File: src/rtl/serial_adder_pkg.sv
// Shared types and constants for the bit-serial add/subtract unit.
package serial_adder_pkg;

  // Sequencer states: waiting, shifting bits through the adder, result ready.
  typedef enum logic [1:0] {
    IDLE = 2'd0,
    RUN  = 2'd1,
    DONE = 2'd2
  } state_t;

  // Positions of the ARM-style condition flags inside the 4-bit flag word.
  localparam int FLAG_N = 3;
  localparam int FLAG_Z = 2;
  localparam int FLAG_C = 1;
  localparam int FLAG_V = 0;

  // Assemble the flag word from its individual condition bits.
  function automatic logic [3:0] pack_flags(input logic n, input logic z,
                                            input logic c, input logic v);
    logic [3:0] f;
    f         = '0;
    f[FLAG_N] = n;
    f[FLAG_Z] = z;
    f[FLAG_C] = c;
    f[FLAG_V] = v;
    return f;
  endfunction

endpackage

File: src/rtl/serial_adder_unit_full_adder.sv
// One-bit gate-level full adder cell. The delay parameter documents the
// per-gate propagation delay of the library cell (critical path is three
// gates: xor -> and -> or); the netlist itself carries no timing.
module full_adder #(
  parameter int delay = 50
) (
  input  logic a,
  input  logic b,
  input  logic cin,
  output logic sum,
  output logic cout
);

  logic ab_x;
  logic ab_a;
  logic cx_a;

  // Reject nonsensical delay settings at elaboration.
  if (delay < 0) begin : g_bad_delay
    $error("full_adder: delay must be non-negative");
  end

  // Propagate term and sum.
  assign ab_x = a ^ b;
  assign sum  = ab_x ^ cin;

  // Generate and carry-through terms combine into the carry out.
  assign ab_a = a & b;
  assign cx_a = ab_x & cin;
  assign cout = ab_a | cx_a;

endmodule

File: src/rtl/serial_adder_unit.sv
// Bit-serial A+B / A-B unit. Operands are shifted LSB first through a single
// full adder cell with a registered carry; after WIDTH bits the result and
// its NZCV flags are captured into output registers and done pulses once.
module serial_adder_unit
  import serial_adder_pkg::*;
#(
  parameter int WIDTH      = 64,
  parameter int GATE_DELAY = 50
) (
  input  logic             clk,
  input  logic             rst_n,
  input  logic             start_i,
  input  logic             sub_i,
  input  logic [WIDTH-1:0] a_i,
  input  logic [WIDTH-1:0] b_i,
  output logic             busy_o,
  output logic             done_o,
  output logic [WIDTH-1:0] result_o,
  output logic [3:0]       flags_o
);

  localparam int                 CNT_W    = $clog2(WIDTH);
  localparam logic [CNT_W-1:0]   CNT_LAST = CNT_W'(WIDTH - 1);

  // A one-bit operand leaves no room for a separate sign bit.
  if (WIDTH < 2) begin : g_bad_width
    $error("serial_adder_unit: WIDTH must be at least 2");
  end

  state_t           state;
  state_t           state_nxt;
  logic [WIDTH-1:0] sa;
  logic [WIDTH-1:0] sb;
  logic [WIDTH-1:0] res_sh;
  logic [WIDTH-1:0] res_next;
  logic [WIDTH-1:0] result_q;
  logic [3:0]       flags_q;
  logic [CNT_W-1:0] cnt;
  logic             carry;
  logic             fa_sum;
  logic             fa_cout;
  logic             accept;
  logic             last_bit;
  logic             c_msb;
  logic             zero_next;

  // A new request is only taken when no operation is in flight.
  assign accept   = start_i && ((state == IDLE) || (state == DONE));
  assign last_bit = (state == RUN) && (cnt == CNT_LAST);

  // The single arithmetic element of the data path.
  full_adder #(
    .delay (GATE_DELAY)
  ) u_fa (
    .a    (sa[0]),
    .b    (sb[0]),
    .cin  (carry),
    .sum  (fa_sum),
    .cout (fa_cout)
  );

  // Result as it will look after this cycle's sum bit enters from the top.
  assign res_next  = {fa_sum, res_sh[WIDTH-1:1]};

  // Carry into the sign bit; compared with the carry out it gives overflow.
  assign c_msb     = carry;

  // Zero detect on the completed result.
  assign zero_next = ~|res_next;

  // Next-state selection for the sequencer.
  always_comb begin
    state_nxt = state;
    unique case (state)
      IDLE:    if (start_i) state_nxt = RUN;
      RUN:     if (cnt == CNT_LAST) state_nxt = DONE;
      DONE:    state_nxt = start_i ? RUN : IDLE;
      default: state_nxt = IDLE;
    endcase
  end

  // State register.
  always_ff @(posedge clk or negedge rst_n) begin
    if (!rst_n) begin
      state <= IDLE;
    end else begin
      state <= state_nxt;
    end
  end

  // Operand shifters, partial result, carry and bit counter.
  // Subtraction is A + ~B + 1: B is inverted on load and the carry seeded with 1.
  always_ff @(posedge clk or negedge rst_n) begin
    if (!rst_n) begin
      sa     <= '0;
      sb     <= '0;
      res_sh <= '0;
      carry  <= 1'b0;
      cnt    <= '0;
    end else if (accept) begin
      sa    <= a_i;
      sb    <= sub_i ? ~b_i : b_i;
      carry <= sub_i;
      cnt   <= '0;
    end else if (state == RUN) begin
      sa     <= {1'b0, sa[WIDTH-1:1]};
      sb     <= {1'b0, sb[WIDTH-1:1]};
      res_sh <= res_next;
      carry  <= fa_cout;
      if (!last_bit) begin
        cnt <= cnt + 1'b1;
      end
    end
  end

  // Output registers change only when the final bit completes, so partial
  // shifts are never visible. C is the raw carry out, which for subtraction
  // is the no-borrow indication.
  always_ff @(posedge clk or negedge rst_n) begin
    if (!rst_n) begin
      result_q <= '0;
      flags_q  <= '0;
    end else if (last_bit) begin
      result_q <= res_next;
      flags_q  <= pack_flags(fa_sum, zero_next, fa_cout, c_msb ^ fa_cout);
    end
  end

  assign busy_o   = (state == RUN);
  assign done_o   = (state == DONE);
  assign result_o = result_q;
  assign flags_o  = flags_q;

endmodule

File: config.mk
export PLATFORM = sky130hd
export DESIGN_NAME = serial_adder_unit
export DESIGN_NICKNAME = d
export VERILOG_FILES = /design/src/rtl/serial_adder_pkg.sv /design/src/rtl/serial_adder_unit_full_adder.sv /design/src/rtl/serial_adder_unit.sv
export SDC_FILE = /design/constraint.sdc
export NUM_CORES = 1
export LEC_CHECK = 0
export CORE_ASPECT_RATIO = 2
export CORE_MARGIN = 2
export CORE_UTILIZATION = 55
export DETAILED_ROUTE_END_ITERATION = 10
export PLACE_DENSITY_LB_ADDON = 0.12
export SLEW_MARGIN = 15
export SYNTH_ARGS = -nofsm -noshare
export SYNTH_HDL_FRONTEND = slang
export SYNTH_SLANG_ARGS = --single-unit
File: constraint.sdc
create_clock -name clk -period 4.3 [get_ports clk]
set_input_delay 0.645 -clock clk [delete_from_list [all_inputs] [get_ports clk]]
set_output_delay 0.645 -clock clk [all_outputs]
set_load 0.05 [all_outputs]
==> Yosys cells after proc, flatten, opt, wreduce, memory -nomap -nowiden <==
Index checks and enable logic that the tools add are counted.
{ "totals": {"reg_bits": 269, "input_bits": 132, "output_inout_bits": 70} }
{ "op_classes": {"add_sub_neg": 1, "eq_ne": 6, "n_mux": 14, "bitwise_logic": 8, "n_reduce_logical": 10} }
{ "ops": {"columns": ["cell", "count"], "rows": [
  ["two-way mux 64 bit", 5],
  ["inverter 64 bit", 1],
  ["OR reduction 64 bit", 1],
  ["two-way mux 6 bit", 3],
  ["adder 6 x 1 -> 6 bit (second input constant)", 1],
  ["equality test 6 bit (second input constant)", 1],
  ["one-hot mux 2 bit (3 select lines)", 1],
  ["AND reduction 2 bit", 3],
  ["two-way mux 2 bit", 2],
  ["inequality test 2 bit (second input constant)", 2],
  ["two-way mux 1 bit", 3],
  ["XOR 1 bit", 3],
  ["AND 1 bit", 2],
  ["equality test 2 x 1 -> 1 bit (second input constant)", 1],
  ["equality test 2 bit (second input constant)", 1],
  ["logical AND 1 bit", 2],
  ["logical NOT 2 bit", 1],
  ["inequality test 2 x 1 -> 1 bit (second input constant)", 1],
  ["nonzero test 2 bit", 1],
  ["logical NOT 1 bit", 1],
  ["logical OR 1 bit", 1],
  ["inverter 1 bit", 1],
  ["bitwise OR 1 bit", 1]
]} }

==> Longest topological paths before layout <==
{ "depth": {"ltp_word": 5, "depth_mapped": 7} }

==> Cells and area by module <==
Synthesis repeated with hierarchy kept, for this count alone.
{ "hier_totals": {"cells_unflattened": 1238, "area_unflattened_um2": 11680.0} }
{ "modules_own_cells": {"columns": ["mod", "instances", "cells_each", "area_each_um2"], "rows": [
  ["serial_adder_unit", 1, 1237, 11659.9],
  ["full_adder", 1, 1, 20.0]
]} }

==> Worst setup path before layout <==
Ideal clock, no wire load.
{ "synth_timing": {"path_type": "flip-flop to output port", "startpoint": "register state[1]", "endpoint": "output busy_o", "t_arrival_ps": 1486, "path_slack_ps": 2169, "path_stages_with_launch": 6, "n_path_buf": 3, "cell_sequence": "dfrtp_1 -> nand2b_1 -> buf_2 -> inv_1 -> buf_2 -> clkbuf_1"} }
{ "synth_via": {"elab_chain_len": 1} }
{ "synth_lines": {"columns": ["item", "line_no", "text"], "rows": [
  ["from (decl)", "serial_adder_unit.sv:30", "state_t state;"],
  ["from (signal assigned)", "serial_adder_unit.sv:87", "state <= state_nxt;"],
  ["equality test 2 x 1 -> 1 bit", "serial_adder_unit.sv:129", "assign busy_o = (state == RUN);"],
  ["to (decl)", "serial_adder_unit.sv:16", "output logic busy_o,"]
]} }
No other way between the ends.

==> Worst setup path in the final report <==
{ "layout_timing": {"startpoint": "register state[0]", "endpoint": "output busy_o"} }
The elaborated chain is that of the path after synthesis.

==> impl_results.md <==
* Run status: finished, final reports clean
* Vias in the first global route at 9154
* Int Pwr at 5.86 mW
* Post-route clock skew at 0.00870 ns
* Sequential Power Share at 0.444
* Most frequent cells in the layout: nand2_1, dfrtp_1, clkdlybuf4s50_1
* Max transition margin at 0.315
* Share of layout cells above drive strength 1 at 0.0805
* Family with the most delay on the worst path: buffers and inverters
* Critical Path RT at 3.65 ns
* Mapped Avg Cell Area at 9.43 um^2
* Part of the power in combinational logic at 0.318
* VDD IR max at 449 uV
* Die Width at 107 um
* Pleak at 6.82 nW
* Die ar. at 22500 um^2
* Num ports at 202
* Vias at 9161
* Routed WL at 26400 um
* Routed WL per cell at 15.8 um
* Synth warnings at 0
* Total power at 9.20 mW
* Worst path slowest cell: clkdlybuf4s50_1
* Setup CP Type: reg2out
* CP Max Fanout at 66
* Initial Utilization at 0.558
* Crit end category: primary output
* CTS tree: done
* Clk network pwr share at 0.238
* Worst setup SP type: flop
* Largest net degree at the start of global routing at 104
* Fin nets at 1522
* H-tree levels at 1
* Arrival @ worst endpoint at 2.33 ns
* Setup TNS Final at 0 ns
* Area grow syn2layout at 24.7%
* Later-pin clock latency in the skew report at 0.50 ns
* Slew @ Worst Pin at 1.03 ns
* P_sw at 3.34 mW
* Num CTS Buffers at 22
* Post-Syn Area at 11700 um^2
* Async SR Flop Fraction at 1.00
* Max Slew Vio Count at 0
* Total GRT Usage at 0.241
* Mapped Cells at 1238
* Crit-path cells: nand2b_4 -> inv_6 -> clkdlybuf4s50_1
* PD cells at 631 nW/um^2
* Post-synth EDFFs at 0
* Bufs and invs on worst path at 2
* Drt via density at 5.47
* Die height at 210 um
* Final hold slack at 0.157 ns
* Clock slew at reported path FFs at 0.07 ns
* Final Critical Period at 2.97 ns
* # rows at 75
* Pre-Repair DR Iteration Count at 5
* Post-CTS Hold Buffers at 0
* Remaining antenna violation count after routing at 0
* PortBufs at 201
* Yosys reg bits at 267
* Dpl hpwl at 17100 um
* F_max at 337 MHz
* Sink Count at 267
* Post-CTS setup buffer count at 0
* Most common cell after layout, fill and taps aside: nand2_1
* Most used DFF post-synth: dfrtp_1
* Final setup fails at 0
* Sw Ratio at 0.363
* Fin crit share at 0.691
* Register area share after synthesis at 0.572
* Post-CTS Resized at 0
* Clk buf depth at 3
* Final Hold Violating Endpoints at 0
* # DRC at 0
* Number of antenna violations at the first check in global routing at 2
* Core area at 20900 um^2
* Post-synthesis cell type count at 30
* RSZ-0062 raised after global routing: false
* DR iter-0 viols at 622
* GR Overflow Total at 0
* Placed cell count at 1633
* CP max stage delay at 0.90 ns
* Hold crit path type: in2async
* Post-Syn Nets at 1372
* Max-Cap Viols at 0
* Fillcell total at 1626
* Placer congestion estimate at 0.786
* Global-route wire length before repair at 44300 um
* Clock tree root driver cell: clkbuf_16
* Final std cells w/o fill at 1675
-- metrics by stage --
step / worst slack [ns] / cell area (um^2) / util
2_1_floorplan: 2.17 / 11700 / -
3_3_place_gp: 1.54 / 13800 / 0.658
3_5_place_dp: 1.54 / 13800 / 0.658
4_1_cts: 1.30 / 14600 / 0.696
5_1_grt: 1.23 / 14600 / 0.696
6_report: 1.33 / 14600 / 0.696
-- sequential cells by signal, indices dropped and copies added (netlist names) --
register	cells
c_msb	1
cnt	6
flags_o	3
res_sh	63
result_o	64
sa	64
sb	64
state	2
-- power groups by stage --
| stage | Clock [mW] | Sequential, mW | Combinational [mW] |
|---|---|---|---|
| floorplan | 0 | 4.22 | 1.90 |
| CTS | 2.24 | 4.08 | 2.97 |
| global placement | 0 | 4.08 | 2.85 |
| global route | 2.34 | 4.21 | 3.29 |
| finish | 2.19 | 4.09 | 2.93 |
| detailed placement | 0 | 4.10 | 2.96 |
-- final timing paths --
path,from,to,slack [ns],depth (start not counted)
max reg2reg,state[0]$_DFFE_PN0P_,sa[1]$_DFFE_PN0P_,1.54,6
max in group asynchronous,rst_n,res_sh[21]$_DFFE_PN0P_,3.12,2
min reg2reg,result_o[47]$_DFFE_PN0P_,result_o[47]$_DFFE_PN0P_,0.49,1
min,rst_n,result_o[53]$_DFFE_PN0P_,0.16,1
min in group clk,result_o[47]$_DFFE_PN0P_,result_o[47]$_DFFE_PN0P_,0.49,1
max,state[0]$_DFFE_PN0P_,busy_o,1.33,3
-- metal layers --
| metal | vias to the layer above | track usage | share of wire |
|---|---|---|---|
| li1 | 4352 | - | - |
| met1 | 4502 | 0.304 | 0.39 |
| met2 | 252 | 0.422 | 0.54 |
| met3 | 55 | 0.0247 | 0.038 |
| met4 | 0 | 0.0972 | 0.036 |
| met5 | - | 0 | 0 |
-- cells in the mapped netlist (6+ instances only) --
master / number / share of area
buf_4: 6 / 0.0039
mux2_1: 10 / 0.0096
dfrtp_1: 267 / 0.57
a31oi_1: 123 / 0.066
clkbuf_1: 45 / 0.014
nand2_1: 443 / 0.14
buf_2: 25 / 0.011
mux2_2: 56 / 0.054
xor2_1: 65 / 0.049
buf_1: 9 / 0.0029
nor2_1: 133 / 0.043
nor4_1: 17 / 0.0091
-- cells by family after synthesis --
kind of cell | synth area share
multiplexers | 0.0645
flip-flops | 0.572
XOR/XNOR | 0.0502
AO/OA/AOI/OAI | 0.0728
AND/OR/NAND/NOR | 0.203
buffers and inverters | 0.0345
adder cells (fa/ha/maj) | 0.00279
-- worst register-to-register path, cell delays in order (launching register included) --
cell	delay, ns
dfrtp_1	0.44
nand2b_4	0.12
buf_4	0.76
buf_4	0.93
nand2_1	0.21
nor2_1	0.14
nor2_1	0.06
-- cell type report --
type / instances / area, um^2 / share of cell area
sequential: 267 / 6680 / 0.459
multi-input combinational: 882 / 4610 / 0.316
timing repair buffer: 213 / 2130 / 0.146
clock buffer: 27 / 621 / 0.0426
tap: 269 / 337 / 0.0231
clock inverter: 13 / 173 / 0.0119
inverter: 2 / 12.5 / 0.000859
antenna: 2 / 5.00 / 0.000344
Note: power is estimated with default switching activity, not from simulation.
